<file path="config.mk">
export PLATFORM = sky130hd
export DESIGN_NAME = tx_frame_ctrl
export DESIGN_NICKNAME = d
export VERILOG_FILES = /design/src/rtl/tx_frame_ctrl.sv
export SDC_FILE = /design/constraint.sdc
export NUM_CORES = 1
export LEC_CHECK = 0
export BUFFER_PORTS_ARGS = -buffer_cell sky130_fd_sc_hd__clkbuf_2
export CELL_PAD_IN_SITES_DETAIL_PLACEMENT = 1
export CELL_PAD_IN_SITES_GLOBAL_PLACEMENT = 1
export CORE_MARGIN = 2
export CORE_UTILIZATION = 43
export DETAILED_ROUTE_END_ITERATION = 10
export PLACE_DENSITY_LB_ADDON = 0.1
export SLEW_MARGIN = 5
export SYNTH_ARGS = -nofsm -noshare
export SYNTH_HDL_FRONTEND = slang
export SYNTH_SLANG_ARGS = --single-unit
</file>
<file path="constraint.sdc">
create_clock -name clk -period 2.1 [get_ports clk]
set_input_delay 0.21 -clock clk [delete_from_list [all_inputs] [get_ports clk]]
set_output_delay 0.21 -clock clk [all_outputs]
set_load 0.1 [all_outputs]
</file>
<file path="src/rtl/tx_frame_ctrl.sv">
// Frame controller: takes a 5-bit message and sequences a 9-bit serializer (load, 8 shifts, done, gap).
// Latency: handshake on N -> ld on N+1, first bit on N+2, frame_done on N+1+9*BIT_DIV.
// Backpressure: msg_ready only in IDLE; with TX_QUEUE_EN a one-entry holding register also accepts while busy.
// Optional feature macro: TX_QUEUE_EN (one-entry holding register between frames).
module tx_frame_ctrl #(
    parameter int BIT_DIV  = 4,
    parameter int GAP_BITS = 2
) (
    input  logic       clk,
    input  logic       rst_n,
    input  logic       msg_valid,
    input  logic [4:0] msg_data,
    output logic       msg_ready,
    output logic       ld,
    output logic       shift,
    output logic [4:0] msg_out,
    output logic       mod_en,
    output logic [3:0] bit_idx,
    output logic       busy,
    output logic       frame_done
);

    typedef enum logic [1:0] {IDLE, LOAD, SEND, GAP} state_t;

    // Divider terminal values; DIV_PREV is only reached when BIT_DIV >= 2.
    localparam logic [7:0] DIV_LAST = 8'(BIT_DIV - 1);
    localparam logic [7:0] DIV_PREV = 8'(BIT_DIV - 2);
    localparam logic [3:0] GAP_LAST = 4'(GAP_BITS - 1);
    localparam bit         NO_GAP   = (GAP_BITS == 0);
    localparam bit         FAST     = (BIT_DIV == 1);

    state_t     state;
    logic [7:0] div_cnt;
    logic [3:0] gap_cnt;

    logic       bit_end;
    logic       send_end;
    logic       gap_end;
    logic       frame_end;
    logic       hs;
    logic       start_nxt;
    logic [4:0] start_dat;

    assign bit_end   = (div_cnt == DIV_LAST);
    assign send_end  = (state == SEND) && bit_end && (bit_idx == 4'd8);
    assign gap_end   = !NO_GAP && (state == GAP) && bit_end && (gap_cnt == GAP_LAST);
    assign frame_end = NO_GAP ? send_end : gap_end;
    assign hs        = msg_valid && msg_ready;

`ifdef TX_QUEUE_EN
    logic       hold_vld;
    logic [4:0] hold_dat;
    logic       hold_wr;

    // Ready while the holding slot is free, or in the cycle it is being drained.
    assign msg_ready = rst_n && (!hold_vld || frame_end);
    // Next frame starts from IDLE on a handshake, or back-to-back at frame end.
    assign start_nxt = ((state == IDLE) && hs) || (frame_end && (hold_vld || hs));
    assign start_dat = (frame_end && hold_vld) ? hold_dat : msg_data;
    // A message that cannot go straight into LOAD is parked in the holding slot.
    assign hold_wr   = hs && (state != IDLE) && !(frame_end && !hold_vld);

    // Holding slot: filled on a parked handshake, drained when the next frame loads.
    always_ff @(posedge clk or negedge rst_n) begin
        if (!rst_n) begin
            hold_vld <= 1'b0;
            hold_dat <= '0;
        end else if (hold_wr) begin
            hold_vld <= 1'b1;
            hold_dat <= msg_data;
        end else if (frame_end && hold_vld) begin
            hold_vld <= 1'b0;
        end
    end
`else
    // Only an idle controller accepts; gating with rst_n keeps ready low during reset.
    assign msg_ready = rst_n && (state == IDLE);
    assign start_nxt = (state == IDLE) && hs;
    assign start_dat = msg_data;
`endif

    // Frame sequencer; every output is a flop loaded with its value for the next cycle.
    always_ff @(posedge clk or negedge rst_n) begin
        if (!rst_n) begin
            state      <= IDLE;
            div_cnt    <= '0;
            gap_cnt    <= '0;
            ld         <= 1'b0;
            shift      <= 1'b0;
            msg_out    <= '0;
            mod_en     <= 1'b0;
            bit_idx    <= '0;
            busy       <= 1'b0;
            frame_done <= 1'b0;
        end else begin
            ld         <= 1'b0;
            shift      <= 1'b0;
            frame_done <= 1'b0;
            msg_out    <= '0;
            case (state)
                IDLE: begin
                    if (start_nxt) begin
                        state   <= LOAD;
                        ld      <= 1'b1;
                        msg_out <= start_dat;
                        busy    <= 1'b1;
                    end
                end
                LOAD: begin
                    state   <= SEND;
                    mod_en  <= 1'b1;
                    bit_idx <= '0;
                    div_cnt <= '0;
                    // With one cycle per bit the first SEND cycle already ends bit 0.
                    shift   <= FAST;
                end
                SEND: begin
                    if (bit_end) begin
                        div_cnt <= '0;
                        if (bit_idx == 4'd8) begin
                            mod_en  <= 1'b0;
                            bit_idx <= '0;
                            if (!NO_GAP) begin
                                state   <= GAP;
                                gap_cnt <= '0;
                            end else if (start_nxt) begin
                                state   <= LOAD;
                                ld      <= 1'b1;
                                msg_out <= start_dat;
                            end else begin
                                state <= IDLE;
                                busy  <= 1'b0;
                            end
                        end else begin
                            bit_idx <= bit_idx + 4'd1;
                            if (FAST) begin
                                shift      <= (bit_idx != 4'd7);
                                frame_done <= (bit_idx == 4'd7);
                            end
                        end
                    end else begin
                        div_cnt <= div_cnt + 8'd1;
                        // Next cycle closes the current bit period.
                        if (div_cnt == DIV_PREV) begin
                            shift      <= (bit_idx != 4'd8);
                            frame_done <= (bit_idx == 4'd8);
                        end
                    end
                end
                GAP: begin
                    if (bit_end) begin
                        div_cnt <= '0;
                        if (gap_cnt == GAP_LAST) begin
                            if (start_nxt) begin
                                state   <= LOAD;
                                ld      <= 1'b1;
                                msg_out <= start_dat;
                            end else begin
                                state <= IDLE;
                                busy  <= 1'b0;
                            end
                        end else begin
                            gap_cnt <= gap_cnt + 4'd1;
                        end
                    end else begin
                        div_cnt <= div_cnt + 8'd1;
                    end
                end
                default: begin
                    state <= IDLE;
                    busy  <= 1'b0;
                end
            endcase
        end
    end

endmodule

</file>
# After elaboration in Yosys (flattened, before gate mapping)
# Index checks and enable logic that the tools add are counted.
# classes
n_addsub	3
n_reduce_logical	14
n_mux	39
eq_ne	15
# op_table
op	count
$mux 4	6
$eq 8x2->1 const B	2
$mux 1	16
$pmux 4 s2	2
$pmux 8 s2	1
$mux 5	3
$reduce_and 5->1	3
$mux 2	5
$ne 2x2->1 const B	5
$pmux 5 s2	1
$add 4x1->4 const B	2
$add 8x1->8 const B	1
$mux 8	1
$pmux 2 s4	1
$reduce_bool 2->1	4
$pmux 1 s2	3
$eq 2x2->1 const B	2
$eq 4x1->1 const B	1
$eq 4x4->1 const B	1
$ne 2x1->1 const B	2
$ne 4x4->1 const B	1
$logic_and 1x1->1	3
$reduce_and 3->1	1
$eq 2x1->1 const B	1
other kinds (3)	3
# word_totals
inputBits	8
reg_bits	28
output_inout_bits	15
elab_cells	81

# Logic depth before layout (Yosys ltp)
# depth
depth_word	8
depth_mapped	7
ltp_nobuf	6

# Worst setup path before layout
# No wires, ideal clock.
# synth_timing
path_kind	register -> register
from	reg state[0]
to	reg msg_out[0]
required_ns	2.034
path_slack_ns	-0.086
path_stages_with_launch	8
setup_time_ns	0.066
n_path_buf	1
arrival_time_ns	2.120
synth_period_minus_slack_ns	2.186
cell_sequence	dfrtp_1 -> inv_1 -> ha_1 -> clkbuf_1 -> and2_1 -> nand2_1 -> nor2_1 -> and2_1
# synth_between
elab_chain_len	8
elab_cells_between_ends	9
cone_classes	eq/ne: 1; mux: 4; reduce/logical: 4
# synth_lines
element	line_no	source
from (decl)	32	state_t state;
from (signal assigned)	85	state <= IDLE;
from (signal assigned)	103	state <= LOAD;
from (signal assigned)	110	state <= SEND;
$logic_not 2->1 *	77	assign msg_ready = rst_n && (state == IDLE);
$logic_and 1x1->1 *	77	
named net msg_ready	13	output logic msg_ready,
$logic_and 1x1->1 *	48	assign hs = msg_valid && msg_ready;
$logic_and 1x1->1 *	78	assign start_nxt = (state == IDLE) && hs;
$mux 5 *	102, 154	
$mux 5	153	if (gap_cnt == GAP_LAST) begin
$mux 5	151	if (bit_end) begin
$pmux 5 s2 *	100	case (state)
to (signal assigned)	105	msg_out <= start_dat;
to (signal assigned)	129	msg_out <= start_dat;
to (signal assigned)	157	msg_out <= start_dat;
to (decl)	16	output logic [4:0] msg_out,
# The timed path passes the listed nets; every way through them passes the cells marked *.
# A chain may end at the register's enable or synchronous reset.

# Final worst setup path
# layout_timing
from	reg div_cnt[0]
to	reg state[1]
# layout_between
elab_chain_len	3
elab_cells_between_ends	4
cone_classes	eq/ne: 3; reduce/logical: 1
# layout_lines
element	line_no	source
from (decl)	33	logic [7:0] div_cnt;
from (signal assigned)	142	div_cnt <= div_cnt + 8'd1;
from (signal assigned)	166	div_cnt <= div_cnt + 8'd1;
$eq 8x2->1 *	44	assign bit_end = (div_cnt == DIV_LAST);
$ne 2x2->1 (no line)	-	
$reduce_and 5->1 (no line) *	-	
# Mark *: on every way between the ends. The rest lies on a longest branch, timed or not.

==> flow_metrics.py <==
metrics = {
    "synthesis": {
        "ys_top_cells_by_area": "dfrtp_1 (46%), ha_1 (8.1%), o21ai_0 (4.2%)",
        "synthArstFlopShare": 1.000,
        "syn-mean-instance-area_um2": 9.663,
        "synth_common_cells": "dfrtp_1 (28), o21ai_0 (13), nand2_1 (12)",
        "syn_nets": 177,
        "synth_edf_count": 0,
        "synth.most_common_cell": "dfrtp_1",
        "yosysSeqAreaShare": 0.4560,
        "yosysUniqueCellTypes": 43,
        "synth_top_area_frac": 0.4560,
        "synth_seq_cells": 28,
        "ys.warnings.count": 0,
        "synth_area_um2": 1536,
        "yosys.area.top_type": "dfrtp_1",
        "syn_inst": 159,
        "synthFlopType": "dfrtp_1",
    },
    "clock_network": {
        "clock_path_buffers": 2,
        "cts_made_buffers": 3,
        "root_buffer": "clkbuf_4",
        "htreeDepth": 1,
        "path_clk_slew_ps": 150,
        "cts_tree": "yes",
        "cts_num_sinks": 28,
        "clock_latency_ps": 330,
    },
    "routing": {
        "viasPerCell": 5.594,
        "drc": 0,
        "wl_per_cell_um": 16.50,
        "detail_route.first_pass.iterations": 4,
        "dr_total_vias": 1309,
        "final_antenna_net_count": 0,
        "drtIter0Drc": 76,
        "wl_um": 3860,
    },
    "floorplanning": {
        "start_util": 0.4533,
        "io_pins": 23,
        "die-area_um2": 4067,
        "die_w_um": 63.78,
        "core-area_um2": 3390,
        "rows": 21,
        "die_h_um": 63.78,
    },
    "worst_setup_path": {
        "r2r-start": "div_cnt[0]$_DFFE_PN0N_",
        "cp.required_ps": 2340,
        "crit_buf_inv": 0,
        "critPathTopFamily": "simple AND/OR/NAND/NOR gates",
        "reg2reg_to": "state[1]$_DFFE_PN0P_",
        "cp_max_fo": 8,
        "crit_start": "div_cnt[0]$_DFFE_PN0N_",
        "cp.arrival_ps": 2220,
        "critPathSlowestCell": "or3b_2",
        "end_kind": "flop",
        "max_stage_delay_ps": 500,
        "critPathKind": "reg2reg",
        "cp.depth": 5,
        "critPathLaunchType": "flop",
        "worstRegToRegCells": 5,
        "path_cells": "ha_1, or3b_2, o21ai_4, nand3_2, mux2_4",
        "critical_path.endpoint": "state[1]$_DFFE_PN0P_",
        "reg2reg_setup_slack_ps": 120,
    },
    "placement": {
        "place_congestion": 0.8033,
        "place_inst": 229,
        "io_buffers": 22,
        "dpl.hpwl_um": 2940,
    },
    "finish": {
        "nets": 207,
        "syn_to_final_growth_pct": 17.10,
        "drive_above_1_share": 0.2394,
        "final_cell_count_no_fill": 234,
        "antenna_cells": 0,
    },
    "pwr": {
        "power_density_nw_per_um2": 876.7,
        "power.leakage_nw": 0.8496,
        "peakVddDrop_uv": 316.9,
        "power_w": 0.001577,
    },
    "sta": {
        "tns_ps": 0,
        "finClkSkew_ps": 1.872,
        "rsz0062_at_grt": "false",
        "whs_ps": 70.46,
        "finalHoldViolCount": 0,
        "tightestPinTransition_ps": 546.9,
        "fin_crit_sh": 0.9419,
        "slew_headroom": 0.6370,
        "setup_violations": 0,
        "timing.final.max_slew_violations": 0,
        "min_period_ps": 1978,
        "max_freq_ghz": 0.5056,
    },
    "grt": {
        "antenna_found_initial": 0,
        "overflow": 0,
        "grt_pass1_wl_um": 6444,
        "grt_max_degree": 17,
        "grt_usage": 0.2057,
        "grt_pass1_vias": 1362,
    },
    "run": {
        "maxCapViolations": 0,
    },
    "run_status": {
        "status": "finished clean",
    },
    "min_path": {
        "hp-class": "in2reg",
    },
}
## timing repair
action | 4_1_cts | 5_1_grt
hold buffers | 1 | 0
endpoints found under the hold margin | 12 | 0
setup buffers | 0 | 0
endpoints found under the setup margin | 0 | 1
gates resized for setup | 0 | 1
## kinds of logic after synthesis
| family | Yosys count | synth area share |
|---|---|---|
| mux | 4 | 0.02931 |
| flops | 28 | 0.4560 |
| buf+inv | 15 | 0.04072 |
| simple gates | 63 | 0.2321 |
| fa+ha+maj | 10 | 0.08143 |
| compound gates | 39 | 0.1604 |
## state kept, by name, summed over array words and instances, names as in the netlist
| signal | cells |
|---|---|
| bit_idx | 4 |
| busy | 1 |
| div_cnt | 8 |
| frame_done | 1 |
| gap_cnt | 4 |
| ld | 1 |
| mod_en | 1 |
| msg_out | 5 |
| shift | 1 |
| state | 2 |
## stage by stage
step / worst slack, ps / instance area (um^2) / util
final: 122.0 / 1799 / 0.5308
after global routing: 37.99 / 1799 / 0.5308
after CTS: 80.88 / 1797 / 0.5301
after detailed placement: 164.5 / 1750 / 0.5164
after global placement: 265.4 / 1750 / 0.5164
after floorplan: 76.47 / 1540 / -
## final cells by class
| type | count | area [um^2] |
|---|---|---|
| Inverter | 10 | 37.54 |
| Fill cell | 401 | 1590 |
| Sequential cell | 28 | 703.2 |
| Multi-Input combinational cell | 116 | 777.0 |
| Timing Repair Buffer | 30 | 187.7 |
| Tap cell | 46 | 57.56 |
| Clock buffer | 4 | 36.28 |
## worst min path at each step
| stage | startpoint | to | slack (ps) | cells past startpoint |
|---|---|---|---|---|
| finish | msg_data[3] | msg_out[3]$_DFF_PN0_ | 70 | 2 |
| global route | msg_data[1] | msg_out[1]$_DFF_PN0_ | 70 | 2 |
| CTS | msg_data[3] | msg_out[3]$_DFF_PN0_ | 60 | 2 |
| detailed placement | rst_n | msg_out[2]$_DFF_PN0_ | 150 | 1 |
| global placement | rst_n | state[1]$_DFFE_PN0P_ | 140 | 1 |
| floorplan | rst_n | bit_idx[0]$_DFFE_PN0P_ | -90 | 0 |
## routing by layer
layer  vias up  part of all wire  global-route usage
li1        628                 -                   -
met1       643              0.44              0.2637
met2        30              0.51              0.3513
met3         8             0.026             0.02993
met4         0             0.020             0.07880
met5         -                 0                   0
## layout by cell type, fill, tap and decap left out, drive strengths merged
cell type | netlist | routed
dfrtp | 28 | 28
clkbuf | 2 | 25
o21ai | 16 | 16
nand2 | 12 | 12
inv | 10 | 10
nand3 | 10 | 10
ha | 10 | 10
nor2 | 9 | 9
a21oi | 8 | 8
buf | 3 | 8
and2 | 7 | 7
nor4 | 5 | 5
nand2b | 4 | 4
mux2i | 3 | 3
o41ai | 3 | 3
a21o | 3 | 3
or4 | 3 | 3
nand3b | 2 | 2
o22ai | 2 | 2
nor3 | 2 | 2
a31oi | 2 | 2
or2 | 2 | 2
and3b | 1 | 1
nand4 | 1 | 1
or3b | 1 | 1
and3 | 1 | 1
or3 | 1 | 1
a22oi | 1 | 1
mux2 | 1 | 1
nor2b | 1 | 1
a2bb2oi | 1 | 1
o221ai | 1 | 1
nand4b | 1 | 1
o31ai | 1 | 1
a32oi | 1 | 1
dlygate4sd3 | 0 | 1
## power by group
group,internal [W],leakage [nW],switching [W]
clock network,0.000106,0.0210,0.000161
registers,0.000576,0.369,0.0000304
logic,0.000228,0.459,0.000475
No activity file was read; power rests on OpenSTA's default activity.
